**src/rtl/seg_pkg.sv**
```systemverilog
// seg_pkg: shared definitions for the segment display blocks.
//   hex2seg     - hex nibble to active-low {G,F,E,D,C,B,A} pattern
//   SEG_BLANK   - all segments dark
//   clog2_min1  - ceil(log2(n)) with a floor of 1, for counter/index widths
//   glyph_t     - segment pattern plus decimal point, as driven to the pins
package seg_pkg;

  localparam logic [6:0] SEG_BLANK = 7'h7F;

  typedef struct packed {
    logic [6:0] seg;
    logic       dp;
  } glyph_t;

  function automatic int clog2_min1(input int n);
    int r;
    r = 0;
    while ((1 << r) < n) r++;
    return (r < 1) ? 1 : r;
  endfunction

  function automatic logic [6:0] hex2seg(input logic [3:0] nib);
    logic [6:0] s;
    case (nib)
      4'h0: s = 7'h40;
      4'h1: s = 7'h79;
      4'h2: s = 7'h24;
      4'h3: s = 7'h30;
      4'h4: s = 7'h19;
      4'h5: s = 7'h12;
      4'h6: s = 7'h02;
      4'h7: s = 7'h78;
      4'h8: s = 7'h00;
      4'h9: s = 7'h10;
      4'hA: s = 7'h08;
      4'hB: s = 7'h03;
      4'hC: s = 7'h46;
      4'hD: s = 7'h21;
      4'hE: s = 7'h06;
      default: s = 7'h0E;
    endcase
    return s;
  endfunction

endpackage

```
**src/rtl/btn_debounce.sv**
```systemverilog
// btn_debounce: 2-flop synchroniser, stability counter and rising-edge pulse
// for a raw push button.
//   clk, reset_n - clock, synchronous active-low reset
//   btn_i        - asynchronous raw button level (1 = pressed)
//   rise_o       - one-cycle pulse on the cycle the debounced level goes 0->1
module btn_debounce
  import seg_pkg::*;
#(
  parameter int DEBOUNCE_CYCLES = 65536
) (
  input  logic clk,
  input  logic reset_n,
  input  logic btn_i,
  output logic rise_o
);

  localparam int CW = clog2_min1(DEBOUNCE_CYCLES);

  logic          sync1_q, sync2_q;
  logic          level_q;
  logic [CW-1:0] cnt_q;
  logic          accept;

  // The synchronised level has disagreed with the accepted level for
  // DEBOUNCE_CYCLES consecutive samples.
  assign accept = (sync2_q != level_q) && (cnt_q == CW'(DEBOUNCE_CYCLES - 1));
  assign rise_o = accept && sync2_q;

  // NOTE: sequential state uses non-blocking assignments only, so every flop
  // samples the pre-edge value of its neighbours (the synchroniser chain
  // depends on this to stay two flops deep).
  always_ff @(posedge clk) begin
    if (!reset_n) begin
      sync1_q <= 1'b0;
      sync2_q <= 1'b0;
      level_q <= 1'b0;
      cnt_q   <= '0;
    end else begin
      sync1_q <= btn_i;
      sync2_q <= sync1_q;
      if (sync2_q == level_q) begin
        cnt_q <= '0;
      end else if (accept) begin
        level_q <= sync2_q;
        cnt_q   <= '0;
      end else begin
        cnt_q <= cnt_q + 1'b1;
      end
    end
  end

endmodule

```
**src/rtl/seg_scan_ctrl.sv**
```systemverilog
// seg_scan_ctrl: multiplexed common-anode 7-segment driver with page select,
// per-digit blanking and decimal point, 16-level brightness and guard cycles.
//   clk, reset_n  - clock, synchronous active-low reset
//   page_data     - NUM_PAGES x NUM_DIGITS hex nibbles, digit 0 rightmost
//   page_dp       - decimal point request per page/digit (1 = lit)
//   blank         - per-digit force dark
//   brightness    - duty level 0..15
//   btn_next      - raw "next page" button
//   an, seg, dp   - active-low pin drives
//   page_sel      - currently selected page
module seg_scan_ctrl
  import seg_pkg::*;
#(
  parameter int NUM_DIGITS      = 4,
  parameter int NUM_PAGES       = 4,
  parameter int SCAN_DIV        = 256,
  parameter int GUARD_CYCLES    = 4,
  parameter int DEBOUNCE_CYCLES = 65536
) (
  input  logic                              clk,
  input  logic                              reset_n,
  input  logic [NUM_PAGES*NUM_DIGITS*4-1:0] page_data,
  input  logic [NUM_PAGES*NUM_DIGITS-1:0]   page_dp,
  input  logic [NUM_DIGITS-1:0]             blank,
  input  logic [3:0]                        brightness,
  input  logic                              btn_next,
  output logic [NUM_DIGITS-1:0]             an,
  output logic [6:0]                        seg,
  output logic                              dp,
  output logic [clog2_min1(NUM_PAGES)-1:0]  page_sel
);

  localparam int SW = $clog2(SCAN_DIV);
  localparam int DW = clog2_min1(NUM_DIGITS);
  localparam int PW = clog2_min1(NUM_PAGES);

  logic [SW-1:0]         cnt_q, cnt_d;
  logic [DW-1:0]         idx_q, idx_d;    // digit loaded at the next slot boundary
  logic [DW-1:0]         disp_q, disp_d;  // digit whose glyph is on the pins
  logic                  live_q, live_d;  // a real glyph has been loaded since reset
  logic [PW-1:0]         page_q, page_d;
  glyph_t                glyph_q, glyph_d;
  logic [NUM_DIGITS-1:0] an_q, an_d;
  logic                  slot_end;
  logic                  btn_rise;
  logic [3:0]            nibble;
  logic                  dp_req;

  btn_debounce #(
    .DEBOUNCE_CYCLES(DEBOUNCE_CYCLES)
  ) u_btn (
    .clk    (clk),
    .reset_n(reset_n),
    .btn_i  (btn_next),
    .rise_o (btn_rise)
  );

  // NOTE: every signal written here gets a default first; a path that leaves
  // one unassigned would infer a latch.
  always_comb begin
    slot_end = (cnt_q == SW'(SCAN_DIV - 1));
    cnt_d    = cnt_q + 1'b1;
    idx_d    = idx_q;
    disp_d   = disp_q;
    live_d   = live_q;
    if (slot_end) begin
      disp_d = idx_q;
      live_d = 1'b1;
      idx_d  = (idx_q == DW'(NUM_DIGITS - 1)) ? '0 : idx_q + 1'b1;
    end

    // Constant-index select keeps the mux free of out-of-range page/digit codes.
    nibble = '0;
    dp_req = 1'b0;
    for (int p = 0; p < NUM_PAGES; p++) begin
      for (int d = 0; d < NUM_DIGITS; d++) begin
        if (page_q == PW'(p) && idx_q == DW'(d)) begin
          nibble = page_data[(p*NUM_DIGITS+d)*4 +: 4];
          dp_req = page_dp[p*NUM_DIGITS+d];
        end
      end
    end
    if (blank[idx_q]) glyph_d = '{seg: SEG_BLANK, dp: 1'b1};
    else              glyph_d = '{seg: hex2seg(nibble), dp: ~dp_req};

    page_d = page_q;
    if (btn_rise) page_d = (page_q == PW'(NUM_PAGES - 1)) ? '0 : page_q + 1'b1;

    // Anodes are registered from next-state values so the pins change on
    // exactly the cycle the counter does, with no decode glitches.
    an_d = '1;
    if (live_d && cnt_d >= SW'(GUARD_CYCLES) && cnt_d[SW-1 -: 4] < brightness)
      an_d[disp_d] = 1'b0;
  end

  always_ff @(posedge clk) begin
    if (!reset_n) begin
      cnt_q   <= '0;
      idx_q   <= '0;
      disp_q  <= '0;
      live_q  <= 1'b0;
      page_q  <= '0;
      glyph_q <= '{seg: SEG_BLANK, dp: 1'b1};
      an_q    <= '1;
    end else begin
      cnt_q  <= cnt_d;
      idx_q  <= idx_d;
      disp_q <= disp_d;
      live_q <= live_d;
      page_q <= page_d;
      an_q   <= an_d;
      // Glyph is captured once per slot, so page or data changes only show
      // up at a slot boundary.
      if (slot_end) glyph_q <= glyph_d;
    end
  end

  assign an       = an_q;
  assign seg      = glyph_q.seg;
  assign dp       = glyph_q.dp;
  assign page_sel = page_q;

endmodule

```
**config.mk**
```make
export PLATFORM = sky130hd
export DESIGN_NAME = seg_scan_ctrl
export DESIGN_NICKNAME = d
export VERILOG_FILES = /design/src/rtl/seg_pkg.sv /design/src/rtl/btn_debounce.sv /design/src/rtl/seg_scan_ctrl.sv
export SDC_FILE = /design/constraint.sdc
export NUM_CORES = 1
export LEC_CHECK = 0
export BUFFER_PORTS_ARGS = -buffer_cell sky130_fd_sc_hd__buf_2
export CAP_MARGIN = 40
export CORE_MARGIN = 1
export CORE_UTILIZATION = 33
export CTS_CLUSTER_SIZE = 14
export DETAILED_ROUTE_END_ITERATION = 8
export GPL_ROUTABILITY_DRIVEN = 0
export PLACE_DENSITY_LB_ADDON = 0.25
export SLEW_MARGIN = 20
export SYNTH_ARGS = -nofsm -noshare
export SYNTH_HDL_FRONTEND = slang
export SYNTH_SLANG_ARGS = --single-unit
```
**constraint.sdc**
```tcl
create_clock -name clk -period 8.56 [get_ports clk]
set_input_delay 1.284 -clock clk [delete_from_list [all_inputs] [get_ports clk]]
set_output_delay 1.284 -clock clk [all_outputs]
set_load 0.03 [all_outputs]
```
== Word-level counts from Yosys, hierarchy flattened ==
Memories as Yosys holds them, arrays and structs flattened.
Index checks and enable logic that the tools add are counted.
Storage, ports and cells
  flip-flop bits (word level): 46
  bits in read-only memories: 112
  word-level logic and storage cells: 103
  memories kept: 1
  output and inout bits: 14
  input bits: 91
Cells by class
  add/sub/neg operators: 4
  equality and inequality tests: 10
  order comparisons: 5
  bitwise logic cells: 4
  reductions and logical operators: 26
  multiplexer cells: 41
Memories
  (name not given): words 16, width 7, read ports 1, clocked after memory_dff 0, wr ports 0, RTL line seg_pkg.sv:24  | case (nib)
Operators by type and width (number)
  $mux W4: 16
  $logic_and A1 B1 Y1: 21
  $mux W1: 19
  $add A16 B1 Y16 const B: 1
  $eq A16 B16 Y1 const B: 1
  $add A8 B1 Y8 const B: 1
  $eq A2 B2 Y1 const B: 4
  $eq A8 B8 Y1 const B: 1
  $ge A8 B3 Y1 const B: 1
  $mux W8: 1
  $lt A2 B3 Y1 const B: 2
  $mux W2: 3
  $add A2 B1 Y2 const B: 2
  $eq A2 B1 Y1 const B: 2
  $logic_not A2 Y1: 2
  $lt A4 B4 Y1: 1
  $not A4 Y4: 1
  $reduce_and A2 Y1: 2
  $not A1 Y1: 3
  $reduce_or A3 Y1: 1
  $bmux W1 S2: 1
  $demux W1 S2: 1
  $ge A2 B1 Y1 const B: 1
  $eq A1 B1 Y1: 1
  $ne A1 B1 Y1: 1

== Depth between registers and ports, before layout ==
  depth after elaboration: 20
  gate-level depth with buffers: 17
  depth with buffers taken out: 14

== By module ==
A second synthesis with hierarchy kept.
Unflattened totals
  cells, all modules: 449
  area, all modules: 3584.7 µm²
Modules (own cells, without submodules)
  seg_scan_ctrl: area an instance 2758.9 µm², instances 1, sequential area each 540.5 µm², cells an instance 359
  btn_debounce: area an instance 825.8 µm², instances 1, sequential area each 380.4 µm², cells an instance 90

== Worst setup path after synthesis ==
Ideal clock, no wire load.
  path kind: input to register
  start point: in page_data[20]
  end point: reg glyph_q, in the netlist seg[6]
  setup time: 0.122 ns
  setup slack: 5.287 ns
  stages on the path: 10
  data required time: 8.438 ns
  buffers on the path: 0
  arrival: 3.151 ns
  cells stage by stage: a211o_1 a32o_1 a21oi_1 o22ai_1 a221oi_4 inv_1 ha_1 mux2_2 a221oi_1 nor2_1
Between the ends
  word-level cells in the longest chain between the ends: 13
RTL lines
  start: declaration: RTL line seg_scan_ctrl.sv:22  | input logic [NUM_PAGES*NUM_DIGITS*4-1:0] page_data,
  $mux W4 (11 in series): RTL line seg_scan_ctrl.sv:77  | if (page_q == PW'(p) && idx_q == DW'(d)) begin
  $mem_v2 Z16 W7
  $mux W8: RTL line seg_scan_ctrl.sv:83  | if (blank[idx_q]) glyph_d = '{seg: SEG_BLANK, dp: 1'b1};
  end signal: assignment: RTL line seg_scan_ctrl.sv:103  | glyph_q <= '{seg: SEG_BLANK, dp: 1'b1};
  end signal: assignment: RTL line seg_scan_ctrl.sv:114  | if (slot_end) glyph_q <= glyph_d;
  end: declaration: RTL line seg_scan_ctrl.sv:42  | glyph_t glyph_q, glyph_d;
Every way passes these cells.
A chain may end at the register's enable or synchronous reset.

== Final worst setup path ==
  start point: reg idx_q[0]
  end point: reg glyph_q, in the netlist seg[6]
Between the ends
  word-level cells in the longest chain between the ends: 20
  elaborated cells between the ends (all ways): 40
  classes of those cells: 3 x eq/ne; 19 x mux; 17 x reduce/logical; 1 x memory
RTL lines
  start: declaration: RTL line seg_scan_ctrl.sv:38  | logic [DW-1:0] idx_q, idx_d;
  start signal: assignment: RTL line seg_scan_ctrl.sv:107  | idx_q <= idx_d;
  $logic_not A2 Y1: RTL line seg_scan_ctrl.sv:77
  $logic_and A1 B1 Y1: RTL line seg_scan_ctrl.sv:77
  $mux W4 (16 in series): RTL line seg_scan_ctrl.sv:77
  $mem_v2 Z16 W7
  $mux W8 *: RTL line seg_scan_ctrl.sv:83
Every way passes the cells marked *; elsewhere a longest branch is shown, timed or not. The select of a mux whose other input is x is not followed.

==> impl_metrics.toml <==
[run_status]
status = "completed"

[timing]
setup_violations = 0
period_share_pct = 40.3
worstMarginPinSlew_ps = 628
final_max_slew_viol_count = 0
setup_slack_ps = 5110
setup_tns_ps = 0
relSlewSlack_pct = 58.1
period_needed_ps = 3450
max_freq_mhz = 290
rsz0062_at_grt = "false"
finalClockSkew_ps = 9.87
finalHoldViolCount = 0

[worst_setup_path]
crit_cells = 13
slowest_stage = "a221oi_4"
path_cells = "inv_1 -> ha_1 -> buf_8 -> and2_0 -> nor2_1 -> a222oi_1 -> o22ai_1 -> a221oi_4 -> inv_1 -> ha_1 -> mux2_2 -> a221oi_1 -> nor2_1"
ff2ff_path_depth = 13
arrival_ps = 3650
cp_top_family = "compound AO/OA/AOI/OAI gates"
cp.required_ps = 8750
critical_path_class = "register to register"
end_kind = "register"
slowest_delay_ps = 430
worst_setup_path_start_kind = "register"
crit_fanout = 23
critPathBufInv = 3

[yosys]
synth_seq_cells = 46
syn_area_sq_um = 3350
synth_flop_cell = "dfxtp_1"
postSynthAreaPerCell_sq_um = 7.65
synth-edff-count = 0
synth_warnings = 0
synth_seq_area_share_pct = 27.5
synthesis.nets = 549
synthDistinctLibCells = 60
synth_cells = 438
async_flop_share_pct = 0

[run]
max_cap_violations = 0

[power_and_ir_drop]
ir_worst_vdd_mv = 0.0863
seqPwrFrac_pct = 50.5
power.leakage_nw = 1.75
combPwrFrac_pct = 11.9
p_per_area_nw_per_um2 = 107
p_switching_mw = 0.101
intPower_mw = 0.330
power_frac_clock_pct = 37.6
p_sw_share_pct = 23.4

[detailed_routing]
wl_met2_mm = 4.33
vias = 3432
drt-met1-wl_mm = 4.04
avgViaCountPerCell = 5.18
remaining_drc_errors = 0
drt-initial-drc-count = 160
route.met3.wl_microns = 810
highest_layer = "met4"
wl_mm = 9.28
detail-route-antenna-nets = 0
wl_per_cell_microns = 14.0
dr.pass1.iters = 5

[final_layout]
nNetsFinal = 639
area_delta_synth_final_pct = 20.6
fin_area_sq_um = 4040
num-fill-cells = 1058
drive_gt1_share_pct = 23.8
antenna_cells = 0

[global_route]
grt_pass1_vias = 3226
grt_overflow_total = 0
antenna_found_initial = 0
track_usage_pct = 17.9
grt_max_degree = 37
grt_pass1_wl_mm = 14.9

[hold_path]
hold_depth = 1
hp-class = "register to register"

[clock_network]
cts_root_buf = "clkbuf_8"
cts_sinks = 46
postCtsSetupRepairBufs = 0
cts_buffer_depth = 2
numCtsBuffers = 5
insertion_delay_ps = 300
cts_tree = "done"
ctsResizeCount = 0
htree_levels = 2
path_clk_slew_ps = 90
cts_hold_buf = 0

[placed_design]
hpwl_mm = 7.08
pre_cts_ws_ps = 4770
portBuffers = 104
dpl_cell_area_sq_um = 3910

[floorplan]
die_width_microns = 103
initial_core_util_pct = 34.1
num_rows = 36
die_y_microns = 103
die-area_sq_um = 10600
ioPinCount = 105
coreArea_sq_um = 9820
final cells by class:
| class | count | area (sq um) | share of cell area (%) |
|---|---|---|---|
| clock buffer | 5 | 68.8 | 1.70 |
| clock inverter | 3 | 43.8 | 1.08 |
| inverter | 28 | 105 | 2.60 |
| multi-input combinational | 338 | 2170 | 53.8 |
| sequential | 46 | 921 | 22.8 |
| tap | 133 | 166 | 4.12 |
| timing repair buffer | 109 | 563 | 13.9 |
final timing paths:
kind,from,to,slack [ps]
worst max-delay path,idx_q[0],seg[6],5110
worst max register to register,idx_q[0],seg[6],5110
worst min-delay path,u_btn.sync1_q,u_btn.sync2_q,460
worst min register to register,u_btn.sync1_q,u_btn.sync2_q,460
routing by layer:
metal / up-vias / global-route usage, %
met1: 1574 / 22.3
met4: 0 / 4.55
li1: 1713 / -
met3: 7 / 3.39
met2: 138 / 31.6
met5: - / 0
registers in the layout, indices dropped and copies added, names as in the netlist:
register,count
u_btn.sync1_q,1
u_btn.level_q,1
u_btn.cnt_q,16
disp_q,2
cnt_q,8
idx_q,2
an,4
dp,1
u_btn.sync2_q,1
live_q,1
page_sel,2
seg,7
placed cells by master (no fill, tap or decap), drive strengths merged, types with 12 or more instances in the layout:
cell type and count:
nor2b 12, nand2 49, nand3 19, ha 20
inv 29, dfxtp 46, xor2 13, a21oi 26
o21ai 28, nor2 45, buf 109
cells in the mapped netlist (5+ instances only):
library cell / instances / area, sq um
a21o_1: 5 / 37.5
a21oi_1: 24 / 120
a221oi_1: 9 / 78.8
a31oi_1: 7 / 43.8
and2_1: 10 / 62.6
and3_1: 5 / 31.3
buf_2: 10 / 50.1
clkbuf_1: 8 / 30.0
dfxtp_1: 46 / 921
ha_1: 20 / 250
inv_1: 27 / 101
mux2i_1: 5 / 50.1
nand2_1: 49 / 184
nand2b_1: 6 / 37.5
nand3_1: 19 / 95.1
nor2_1: 45 / 169
nor2b_1: 12 / 75.1
o21ai_0: 26 / 130
o22ai_1: 7 / 43.8
xnor2_1: 8 / 70.1
xor2_1: 13 / 114
power by group through the flow:
stage,Sequential [mW],Combinational (mW),Clock (mW)
finish,0.217,0.0514,0.162
global route,0.218,0.0567,0.179
CTS,0.217,0.0513,0.169
detailed placement,0.222,0.0511,0
global placement,0.222,0.0507,0
floorplan,0.222,0.0229,0
metrics by stage:
stage	std cells	util, %	power (mW)	hold WS (ps)
6_report	662	41.1	0.431	457
3_3_place_gp	652	39.8	0.273	420
4_1_cts	660	40.9	0.438	462
2_1_floorplan	438	-	0.245	412
3_5_place_dp	652	39.8	0.273	440
5_1_grt	662	41.1	0.453	485
cell families after synthesis:
group	Yosys count	share of synthesized area, %
AND/OR/NAND/NOR	167	23.6
AO/OA/AOI/OAI	121	25.1
buffers and inverters	54	7.66
flip-flops	46	27.5
XOR/XNOR	21	5.49
adder cells (fa/ha/maj)	20	7.47
multiplexers	9	3.18
Note: power is estimated with default switching activity, not from simulation.
